<file path="config.mk">
export PLATFORM = sky130hd
export DESIGN_NAME = mem_wb_stage_flat
export DESIGN_NICKNAME = d
export VERILOG_FILES = /design/src/rtl/lsu_pkg.sv /design/src/rtl/mem_wb_stage_if.sv /design/src/rtl/mem_wb_stage_load_align.sv /design/src/rtl/mem_wb_stage.sv /design/src/flat_wrapper.sv
export SDC_FILE = /design/constraint.sdc
export NUM_CORES = 1
export LEC_CHECK = 0
export ABC_CLOCK_PERIOD_IN_PS = 3950
export CORE_ASPECT_RATIO = 0.9
export CORE_MARGIN = 5
export CORE_UTILIZATION = 48
export DETAILED_ROUTE_END_ITERATION = 8
export HOLD_SLACK_MARGIN = 0.02
export PLACE_DENSITY = 0.85
export SLEW_MARGIN = 10
export SYNTH_ARGS = -nofsm -noshare
export SYNTH_HDL_FRONTEND = slang
export SYNTH_SLANG_ARGS = --single-unit
</file>
<file path="constraint.sdc">
create_clock -name clk -period 3.95 [get_ports clk]
set_input_delay 0.79 -clock clk [delete_from_list [all_inputs] [get_ports clk]]
set_output_delay 0.79 -clock clk [all_outputs]
set_load 0.01 [all_outputs]
</file>
<file path="src/rtl/lsu_pkg.sv">
// Shared LSU definitions: load opcodes, WB data-hold FSM states and a
// load-decode helper used by both the MEM and WB stages.
package lsu_pkg;

  // Load opcodes carried on lsu_op
  localparam logic [3:0] LD_B  = 4'b0000;
  localparam logic [3:0] LD_H  = 4'b0001;
  localparam logic [3:0] LD_W  = 4'b0010;
  localparam logic [3:0] LD_BU = 4'b1000;
  localparam logic [3:0] LD_HU = 4'b1001;

  // EMPTY: nothing in WB; LIVE: load data comes straight off the SRAM bus;
  // HELD: load data comes from the hold buffer captured during a stall
  typedef enum logic [1:0] {
    ST_EMPTY = 2'd0,
    ST_LIVE  = 2'd1,
    ST_HELD  = 2'd2
  } wb_state_e;

  // True only for a real memory read with a recognised load opcode
  function automatic logic is_load(input logic ram_rd_en, input logic [3:0] op);
    return ram_rd_en && (op == LD_B || op == LD_H || op == LD_W ||
                         op == LD_BU || op == LD_HU);
  endfunction

endpackage

</file>
<file path="src/rtl/mem_wb_stage_if.sv">
// MEM -> WB bundle: pipeline control, MEM-stage instruction fields, SRAM
// read data, and the WB-stage results and register-file write port.
interface mem_wb_stage_if;
  logic        stall;
  logic        flush;
  logic        in_valid;
  logic [31:0] in_pc;
  logic [31:0] in_inst;
  logic        in_rw_en;
  logic [4:0]  in_rw_addr;
  logic [31:0] in_rw_data;
  logic        in_ram_rd_en;
  logic [3:0]  in_lsu_op;
  logic [15:0] in_except_type;
  logic [31:0] sram_rd_data;

  logic        wb_valid;
  logic [31:0] wb_pc;
  logic [31:0] wb_inst;
  logic [15:0] wb_except_type;
  logic        rf_we;
  logic [4:0]  rf_waddr;
  logic [31:0] rf_wdata;
  logic [31:0] retire_cnt;

  modport master (
    output stall, flush, in_valid, in_pc, in_inst, in_rw_en, in_rw_addr,
           in_rw_data, in_ram_rd_en, in_lsu_op, in_except_type, sram_rd_data,
    input  wb_valid, wb_pc, wb_inst, wb_except_type, rf_we, rf_waddr,
           rf_wdata, retire_cnt
  );

  modport slave (
    input  stall, flush, in_valid, in_pc, in_inst, in_rw_en, in_rw_addr,
           in_rw_data, in_ram_rd_en, in_lsu_op, in_except_type, sram_rd_data,
    output wb_valid, wb_pc, wb_inst, wb_except_type, rf_we, rf_waddr,
           rf_wdata, retire_cnt
  );
endinterface

</file>
<file path="src/rtl/mem_wb_stage_load_align.sv">
// Load extraction: picks the byte/half/word addressed by the low address
// bits out of an aligned SRAM word and sign- or zero-extends it.
module load_align
  import lsu_pkg::*;
(
  input  logic [31:0] word,
  input  logic [1:0]  offset,
  input  logic [3:0]  lsu_op,
  output logic [31:0] result
);

  logic [7:0]  lane [4];
  logic [7:0]  sel_byte;
  logic [15:0] sel_half;

  genvar gi;
  generate
    for (gi = 0; gi < 4; gi++) begin : g_lane
      assign lane[gi] = word[8*gi +: 8];
    end
  endgenerate

  assign sel_byte = lane[offset];
  // Only offsets 0 and 2 are legal for halfwords; bit 1 selects the half
  assign sel_half = offset[1] ? word[31:16] : word[15:0];

  // Extend the selected field according to the opcode
  always_comb begin
    result = word;
    case (lsu_op)
      LD_B:    result = {{24{sel_byte[7]}}, sel_byte};
      LD_BU:   result = {24'd0, sel_byte};
      LD_H:    result = {{16{sel_half[15]}}, sel_half};
      LD_HU:   result = {16'd0, sel_half};
      LD_W:    result = word;
      default: result = word;
    endcase
  end

endmodule

</file>
<file path="src/rtl/mem_wb_stage.sv">
// Write-back pipeline stage: registers the MEM-stage instruction, keeps
// load data alive across stalls via a one-word hold buffer, drives the
// register-file write port and counts retired instructions.
module mem_wb_stage
  import lsu_pkg::*;
(
  input logic          clk,
  input logic          rst,
  mem_wb_stage_if.slave bus
);

  wb_state_e   state_reg;
  logic [31:0] pc_reg;
  logic [31:0] inst_reg;
  logic        rw_en_reg;
  logic [4:0]  rw_addr_reg;
  logic [31:0] rw_data_reg;
  logic        ram_rd_en_reg;
  logic [3:0]  lsu_op_reg;
  logic [15:0] except_reg;
  logic [31:0] hold_reg;
  logic [31:0] retire_cnt_reg;

  logic        wb_valid;
  logic        retire;
  logic [31:0] load_word;
  logic [31:0] load_result;

  assign wb_valid  = (state_reg != ST_EMPTY);
  assign retire    = wb_valid & ~bus.stall;
  // SRAM data is only valid in the first WB cycle; afterwards use the copy
  assign load_word = (state_reg == ST_HELD) ? hold_reg : bus.sram_rd_data;

  load_align u_load_align (
    .word   (load_word),
    .offset (rw_data_reg[1:0]),
    .lsu_op (lsu_op_reg),
    .result (load_result)
  );

  // Data-hold FSM and WB instruction registers
  always_ff @(posedge clk) begin
    if (rst) begin
      state_reg     <= ST_EMPTY;
      pc_reg        <= '0;
      inst_reg      <= '0;
      rw_en_reg     <= 1'b0;
      rw_addr_reg   <= '0;
      rw_data_reg   <= '0;
      ram_rd_en_reg <= 1'b0;
      lsu_op_reg    <= '0;
      except_reg    <= '0;
      hold_reg      <= '0;
    end else if (bus.flush) begin
      state_reg <= ST_EMPTY;
      hold_reg  <= '0;
    end else if (bus.stall) begin
      // Grab the SRAM word exactly once, on the first stalled cycle
      if (state_reg == ST_LIVE) begin
        hold_reg  <= bus.sram_rd_data;
        state_reg <= ST_HELD;
      end
    end else if (bus.in_valid) begin
      state_reg     <= ST_LIVE;
      pc_reg        <= bus.in_pc;
      inst_reg      <= bus.in_inst;
      rw_en_reg     <= bus.in_rw_en;
      rw_addr_reg   <= bus.in_rw_addr;
      rw_data_reg   <= bus.in_rw_data;
      ram_rd_en_reg <= bus.in_ram_rd_en;
      lsu_op_reg    <= bus.in_lsu_op;
      except_reg    <= bus.in_except_type;
    end else begin
      state_reg <= ST_EMPTY;
    end
  end

  // Retirement counter, wraps naturally at 2^32
  always_ff @(posedge clk) begin
    if (rst) begin
      retire_cnt_reg <= '0;
    end else if (retire) begin
      retire_cnt_reg <= retire_cnt_reg + 32'd1;
    end
  end

  assign bus.wb_valid       = wb_valid;
  assign bus.wb_pc          = pc_reg;
  assign bus.wb_inst        = inst_reg;
  assign bus.wb_except_type = except_reg;
  assign bus.retire_cnt     = retire_cnt_reg;
  assign bus.rf_waddr       = rw_addr_reg;
  // Excepting instructions and writes to x0 never reach the register file
  assign bus.rf_we          = retire & rw_en_reg & (except_reg == 16'd0) &
                              (rw_addr_reg != 5'd0);
  assign bus.rf_wdata       = is_load(ram_rd_en_reg, lsu_op_reg) ? load_result
                                                                 : rw_data_reg;

endmodule

</file>
<file path="src/flat_wrapper.sv">
// flat-port wrapper written by rule: the top's interface ports become plain ports
module mem_wb_stage_flat import lsu_pkg::*;
  (clk, rst, bus_stall, bus_flush, bus_in_valid, bus_in_pc, bus_in_inst, bus_in_rw_en, bus_in_rw_addr, bus_in_rw_data, bus_in_ram_rd_en, bus_in_lsu_op, bus_in_except_type, bus_sram_rd_data, bus_wb_valid, bus_wb_pc, bus_wb_inst, bus_wb_except_type, bus_rf_we, bus_rf_waddr, bus_rf_wdata, bus_retire_cnt);
  mem_wb_stage_if bus_i ();
  input logic clk;
  input logic rst;
  input wire logic [$bits(bus_i.stall)-1:0] bus_stall;
  input wire logic [$bits(bus_i.flush)-1:0] bus_flush;
  input wire logic [$bits(bus_i.in_valid)-1:0] bus_in_valid;
  input wire logic [$bits(bus_i.in_pc)-1:0] bus_in_pc;
  input wire logic [$bits(bus_i.in_inst)-1:0] bus_in_inst;
  input wire logic [$bits(bus_i.in_rw_en)-1:0] bus_in_rw_en;
  input wire logic [$bits(bus_i.in_rw_addr)-1:0] bus_in_rw_addr;
  input wire logic [$bits(bus_i.in_rw_data)-1:0] bus_in_rw_data;
  input wire logic [$bits(bus_i.in_ram_rd_en)-1:0] bus_in_ram_rd_en;
  input wire logic [$bits(bus_i.in_lsu_op)-1:0] bus_in_lsu_op;
  input wire logic [$bits(bus_i.in_except_type)-1:0] bus_in_except_type;
  input wire logic [$bits(bus_i.sram_rd_data)-1:0] bus_sram_rd_data;
  output wire logic [$bits(bus_i.wb_valid)-1:0] bus_wb_valid;
  output wire logic [$bits(bus_i.wb_pc)-1:0] bus_wb_pc;
  output wire logic [$bits(bus_i.wb_inst)-1:0] bus_wb_inst;
  output wire logic [$bits(bus_i.wb_except_type)-1:0] bus_wb_except_type;
  output wire logic [$bits(bus_i.rf_we)-1:0] bus_rf_we;
  output wire logic [$bits(bus_i.rf_waddr)-1:0] bus_rf_waddr;
  output wire logic [$bits(bus_i.rf_wdata)-1:0] bus_rf_wdata;
  output wire logic [$bits(bus_i.retire_cnt)-1:0] bus_retire_cnt;
  assign bus_i.stall = bus_stall;
  assign bus_i.flush = bus_flush;
  assign bus_i.in_valid = bus_in_valid;
  assign bus_i.in_pc = bus_in_pc;
  assign bus_i.in_inst = bus_in_inst;
  assign bus_i.in_rw_en = bus_in_rw_en;
  assign bus_i.in_rw_addr = bus_in_rw_addr;
  assign bus_i.in_rw_data = bus_in_rw_data;
  assign bus_i.in_ram_rd_en = bus_in_ram_rd_en;
  assign bus_i.in_lsu_op = bus_in_lsu_op;
  assign bus_i.in_except_type = bus_in_except_type;
  assign bus_i.sram_rd_data = bus_sram_rd_data;
  assign bus_wb_valid = bus_i.wb_valid;
  assign bus_wb_pc = bus_i.wb_pc;
  assign bus_wb_inst = bus_i.wb_inst;
  assign bus_wb_except_type = bus_i.wb_except_type;
  assign bus_rf_we = bus_i.rf_we;
  assign bus_rf_waddr = bus_i.rf_waddr;
  assign bus_rf_wdata = bus_i.rf_wdata;
  assign bus_retire_cnt = bus_i.retire_cnt;
  mem_wb_stage u_core (.clk(clk), .rst(rst), .bus(bus_i));
endmodule
</file>
# Word level (Yosys, flattened, before mapping)
# Index checks and enable logic that the tools add are counted.
[classes] addsub=1 n_lt_le_gt_ge=1 n_eq_ne=7 muxes=10 n_bitwise=7 reduce_logical=12
[ops] op="one-hot mux 32 bit (4 select lines)" n=1
[ops] op="2-to-1 mux 32 bit" n=2
[ops] op="adder 32 x 1 -> 32 bit (second input constant)" n=1
[ops] op="binary-select mux 8 bit (select 2 bit)" n=1
[ops] op="zero test 16 bit" n=1
[ops] op="2-to-1 mux 16 bit" n=1
[ops] op="2-to-1 mux 8 bit" n=2
[ops] op="equality test 4 bit (second input constant)" n=2
[ops] op="nonzero test 5 bit" n=1
[ops] op="AND 1 bit" n=4
[ops] op="equality test 4 x 1 -> 1 bit (second input constant)" n=1
[ops] op="equality test 4 x 2 -> 1 bit (second input constant)" n=1
[ops] op="zero test 4 bit" n=1
[ops] op="logical OR 1 bit" n=4
[ops] op="2-to-1 mux 2 bit" n=2
[ops] op="greater-or-equal comparator 3 bit (second input constant)" n=1
[ops] op="inverter 2 -> 3 bit" n=1
[ops] op="AND reduction 3 bit" n=1
[ops] op="equality test 2 x 1 -> 1 bit (second input constant)" n=1
[ops] op="equality test 2 bit (second input constant)" n=1
[ops] op="!= test 2 x 1 -> 1 bit (second input constant)" n=1
[ops] op="inverter 1 bit" n=2
[ops] op="AND reduction 2 bit" n=1
[ops] op="nonzero test 2 bit" n=1
[ops] op="other kinds (3)" n=3
[word_totals] regBits=189 in_bits=160 elab_cells=49

# Depth between registers and ports, before layout
[logic_depth] ltp_word=7 depth_mapped=8

# Modules after synthesis
# Synthesis repeated with hierarchy kept, for this count alone.
[unflattened] hier_cells=1070 area_unflattened_um2=8388.0
[modules_own_cells] mod="mem_wb_stage" n_inst=1 cells_per_inst=953 area_per_inst_um2=7734.9 seq_area_each_um2=3783.6
[modules_own_cells] mod="load_align" n_inst=1 cells_per_inst=117 area_per_inst_um2=653.1 seq_area_each_um2=0.0

# Least setup slack after synthesis
# OpenSTA, ideal clock, no wires.
[synth_path] kind="input-to-output" start="input port bus_sram_rd_data[31]" end="output port bus_rf_wdata[15]" arrival_ns=1.967 setup_slack_ns=1.193 path_stages=4 cell_sequence="mux4_2 a31oi_1 o21ai_1 o32a_1"
[synth_via] elab_chain_len=6 elab_cells_between_ends=7 classes_between="mux: 7"
[synth_lines] element="from (decl)" line_no="flat_wrapper.sv:18" source="input wire logic [$bits(bus_i.sram_rd_data)-1:0] bus_sram_rd_data;"
[synth_lines] element="2-to-1 mux 32 bit (*)" line_no="mem_wb_stage.sv:32" source="assign load_word = (state_reg == ST_HELD) ? hold_reg : bus.sram_rd_data;"
[synth_lines] element="binary-select mux 8 bit (select 2 bit)" line_no="mem_wb_stage_load_align.sv:23" source="assign sel_byte = lane[offset];"
[synth_lines] element="2-to-1 mux 8 bit (not written as such) (2 in series)" line_no="mem_wb_stage_load_align.sv:23"
[synth_lines] element="one-hot mux 32 bit (4 select lines) (*)" line_no="mem_wb_stage_load_align.sv:30" source="case (lsu_op)"
[synth_lines] element="2-to-1 mux 32 bit (*)" line_no="mem_wb_stage.sv:96" source="assign bus.rf_wdata = is_load(ram_rd_en_reg, lsu_op_reg) ? load_result"
[synth_lines] element="to (decl)" line_no="flat_wrapper.sv:25" source="output wire logic [$bits(bus_i.rf_wdata)-1:0] bus_rf_wdata;"
# Mark *: on every way between the ends. The rest lies on a longest branch, timed or not. The select of a mux whose other input is x is not followed.

# Final worst setup path
[layout_path] start="input port bus_sram_rd_data[31]" end="output port bus_rf_wdata[19]"
# The elaborated chain is that of the path after synthesis.

==> impl_metrics.toml <==
[status]
status = "finished, final reports clean"

[critical_path]
crit_cells = 6
rr_worst_depth = 5
start_kind = "input pin"
crit_buf_inv = 2
critPathCapture = "bus_rf_wdata[19]"
critical-path-slowest-cell = "clkdlybuf4s50_1"
cp_top_family = "buffers and inverters"
cp_max_fo = 7
critPathMostFrequentCell = "clkdlybuf4s50_1"
path_cells = "clkdlybuf4s50_1, mux4_2, a31oi_1, a31oi_2, o22a_1, clkdlybuf4s50_1"
path_class = "input pin to output pin"
worstPathRequired_ns = 3.16
timing.rr.start = "u_core.bus.retire_cnt[4]"
ff2ff_setup_slack_ns = 1.67
worst_ep_arrival_time_ns = 3.08
end_kind = "output pin"
startpoint = "bus_sram_rd_data[31]"
timing.rr.end = "u_core.bus.retire_cnt[29]"
slowest_delay_ns = 0.52

[routing]
num_vias = 8642
drt_wl_total_um = 28800
firstDrtPassIters = 6
wl_per_cell_um = 18.0
drt-initial-drc-count = 711
via_per_inst = 5.39
drc = 0
drtAntennaViolNets = 0

[grt]
overflow = 0
grt_pass1_wl_um = 44500
first_global_vias = 8311
grt_usage = 0.277
grt_max_degree = 72
antenna_found_initial = 1

[die]
rows = 46
die_w_um = 150
die_area_mm2 = 0.0204
coreArea_mm2 = 0.0174
dieHeight_um = 136
io_pins = 311
start_util = 0.484

[clocking]
cts.htree.levels = 4
cts.repair.resized = 0
ctsHoldBuffers = 0
cts_tree = "done"
numClockSinks = 189
cts_buffer_depth = 2
cts-buffers-inserted = 17
cts_setup_buffers = 0
worst_skew_pair.late_latency_ns = 0.44
cts_root_buffer = "clkbuf_16"
path_clk_slew_ns = 0.08

[placed_design]
place_congestion = 0.916
port_buffers = 310
numPlacedInstances = 1572
hpwl_um = 20800

[finish]
layout_common_cells = "nand2_1 (355), clkdlybuf4s50_1 (309), dfxtp_1 (189), a21oi_1 (174), nor2_1 (55)"
antenna_cells = 0
final_net_count = 1512
finalNonFillerCells = 1604
area_growth_pct = 44.9
final_common_cell = "nand2_1"
drive_gt1_frac = 0.0660

[yosys]
yosysWarnings = 0
synth_edf_count = 0
ys_types = 59
ys_ff_latch = 189
ys_seq_area_frac = 0.448
synth.avg_cell_area_um2 = 7.81
ys_async_sr_fraction = 0
synth_nets = 1242
postSynthCellCount = 1081
synth_flop_cell = "dfxtp_1"
netlist_area_mm2 = 0.00845

[power_and_ir_drop]
peakVddDrop_mv = 0.297
pwr_density_cell_mw_per_mm2 = 344
p_leak_nw = 4.44

[sta]
hold_violations = 0
fin_setup_tns_ns = 0
maxSlewHeadroom = 0.514
fmax_ghz = 0.258
rsz0062_at_grt = "false"
worst_pin_slew_ns = 0.729
skew_ns = 0.0115
period_minus_slack_ns = 3.87
setup_violations = 0
min_period_over_period = 0.980
slew_violations = 0

[min_path]
hp-class = "register to register"

[flow_run]
max_cap_viol_count = 0
-- routing by layer --
layer | global-route usage | wire (um) | up-vias
met3 | 0.0900 | 2900 | 65
met5 | 0 | 13 | -
met2 | 0.454 | 13800 | 396
met1 | 0.336 | 11100 | 3983
li1 | - | - | 4196
met4 | 0.112 | 1020 | 2
-- layout make-up --
type	instances	area, um^2
clock inverter	13	118
multi-input combinational	812	4300
tap	240	300
clock buffer	19	453
fill	1369	5200
inverter	1	3.75
timing repair buffer	330	3280
sequential	189	3780
-- cell usage after synthesis (2+ instances only) --
master | instances | area, um^2
a221o_1 | 2 | 20.0
or3_1 | 2 | 12.5
dfxtp_1 | 189 | 3780
nand3_1 | 15 | 75.1
nand4_1 | 15 | 93.8
mux2_2 | 7 | 78.8
buf_4 | 3 | 22.5
nor2_1 | 57 | 214
nand3b_1 | 3 | 22.5
o32a_1 | 8 | 80.1
o22a_1 | 7 | 61.3
nand2_1 | 355 | 1330
mux2i_1 | 25 | 250
and3_2 | 2 | 15.0
a221oi_2 | 9 | 135
nor3_1 | 7 | 35.0
buf_6 | 5 | 56.3
and4_1 | 3 | 26.3
nand2b_1 | 11 | 68.8
or2_2 | 4 | 25.0
clkbuf_1 | 59 | 221
mux2_1 | 8 | 90.1
buf_2 | 9 | 45.0
o21ai_0 | 15 | 75.1
a32oi_1 | 2 | 17.5
o22ai_1 | 5 | 31.3
a21oi_1 | 174 | 871
or4_1 | 3 | 22.5
and2_1 | 3 | 18.8
o31ai_1 | 7 | 52.6
a21o_1 | 2 | 15.0
mux4_2 | 2 | 45.0
o21ai_1 | 2 | 10.0
nor4_1 | 3 | 18.8
and4_4 | 2 | 22.5
and3_1 | 6 | 37.5
nor2b_1 | 5 | 31.3
xor2_1 | 24 | 210
-- worst min-delay path by stage --
stage	endpoint	slack, ns	startpoint	depth (start not counted)
2_1_floorplan	u_core.hold_reg[22]	0.43	u_core.hold_reg[22]	2
3_3_place_gp	u_core.hold_reg[2]	0.44	u_core.hold_reg[2]	2
3_5_place_dp	u_core.bus.wb_inst[12]	0.45	u_core.bus.wb_inst[12]	2
4_1_cts	u_core.bus.wb_inst[12]	0.46	u_core.bus.wb_inst[12]	2
5_1_grt	u_core.hold_reg[19]	0.47	u_core.hold_reg[19]	2
6_report	u_core.bus.wb_pc[15]	0.45	u_core.bus.wb_pc[15]	2
-- where the power goes --
part	internal, mW	switching [mW]
sequential	1.95	0.0296
clock	0.866	0.813
combinational	0.301	0.253
-- logic make-up (layout without fill, tap and decap cells) --
kind of cell    after synthesis  count (layout)  share of synthesized area
simple gates                503             503                      0.254
buf+inv                      80             363                     0.0446
flops                       189             189                      0.448
xor+xnor                     25              25                     0.0259
compound gates              241             241                      0.171
mux                          42              42                     0.0550
fa+ha+maj                     1               1                    0.00148
-- metrics by stage --
| step | power (mW) | worst slack [ns] | instance area (um^2) | hold WS (ns) | utilization |
|---|---|---|---|---|---|
| after floorplan | 2.24 | 1.19 | 8450 | 0.434 | - |
| after global placement | 2.56 | 0.0991 | 11700 | 0.439 | 0.669 |
| after detailed placement | 2.57 | 0.0995 | 11700 | 0.446 | 0.669 |
| after CTS | 4.23 | 0.0824 | 12200 | 0.456 | 0.702 |
| after global routing | 4.36 | 0.0128 | 12200 | 0.470 | 0.702 |
| final | 4.21 | 0.0809 | 12200 | 0.454 | 0.702 |
-- tightest hold or removal path: cells and delay by family, from the launching register on --
family | cells | cell delay, ns
flops | 1 | 0.31
simple gates | 1 | 0.05
compound gates | 1 | 0.05
(Power assumes the default switching activity.)
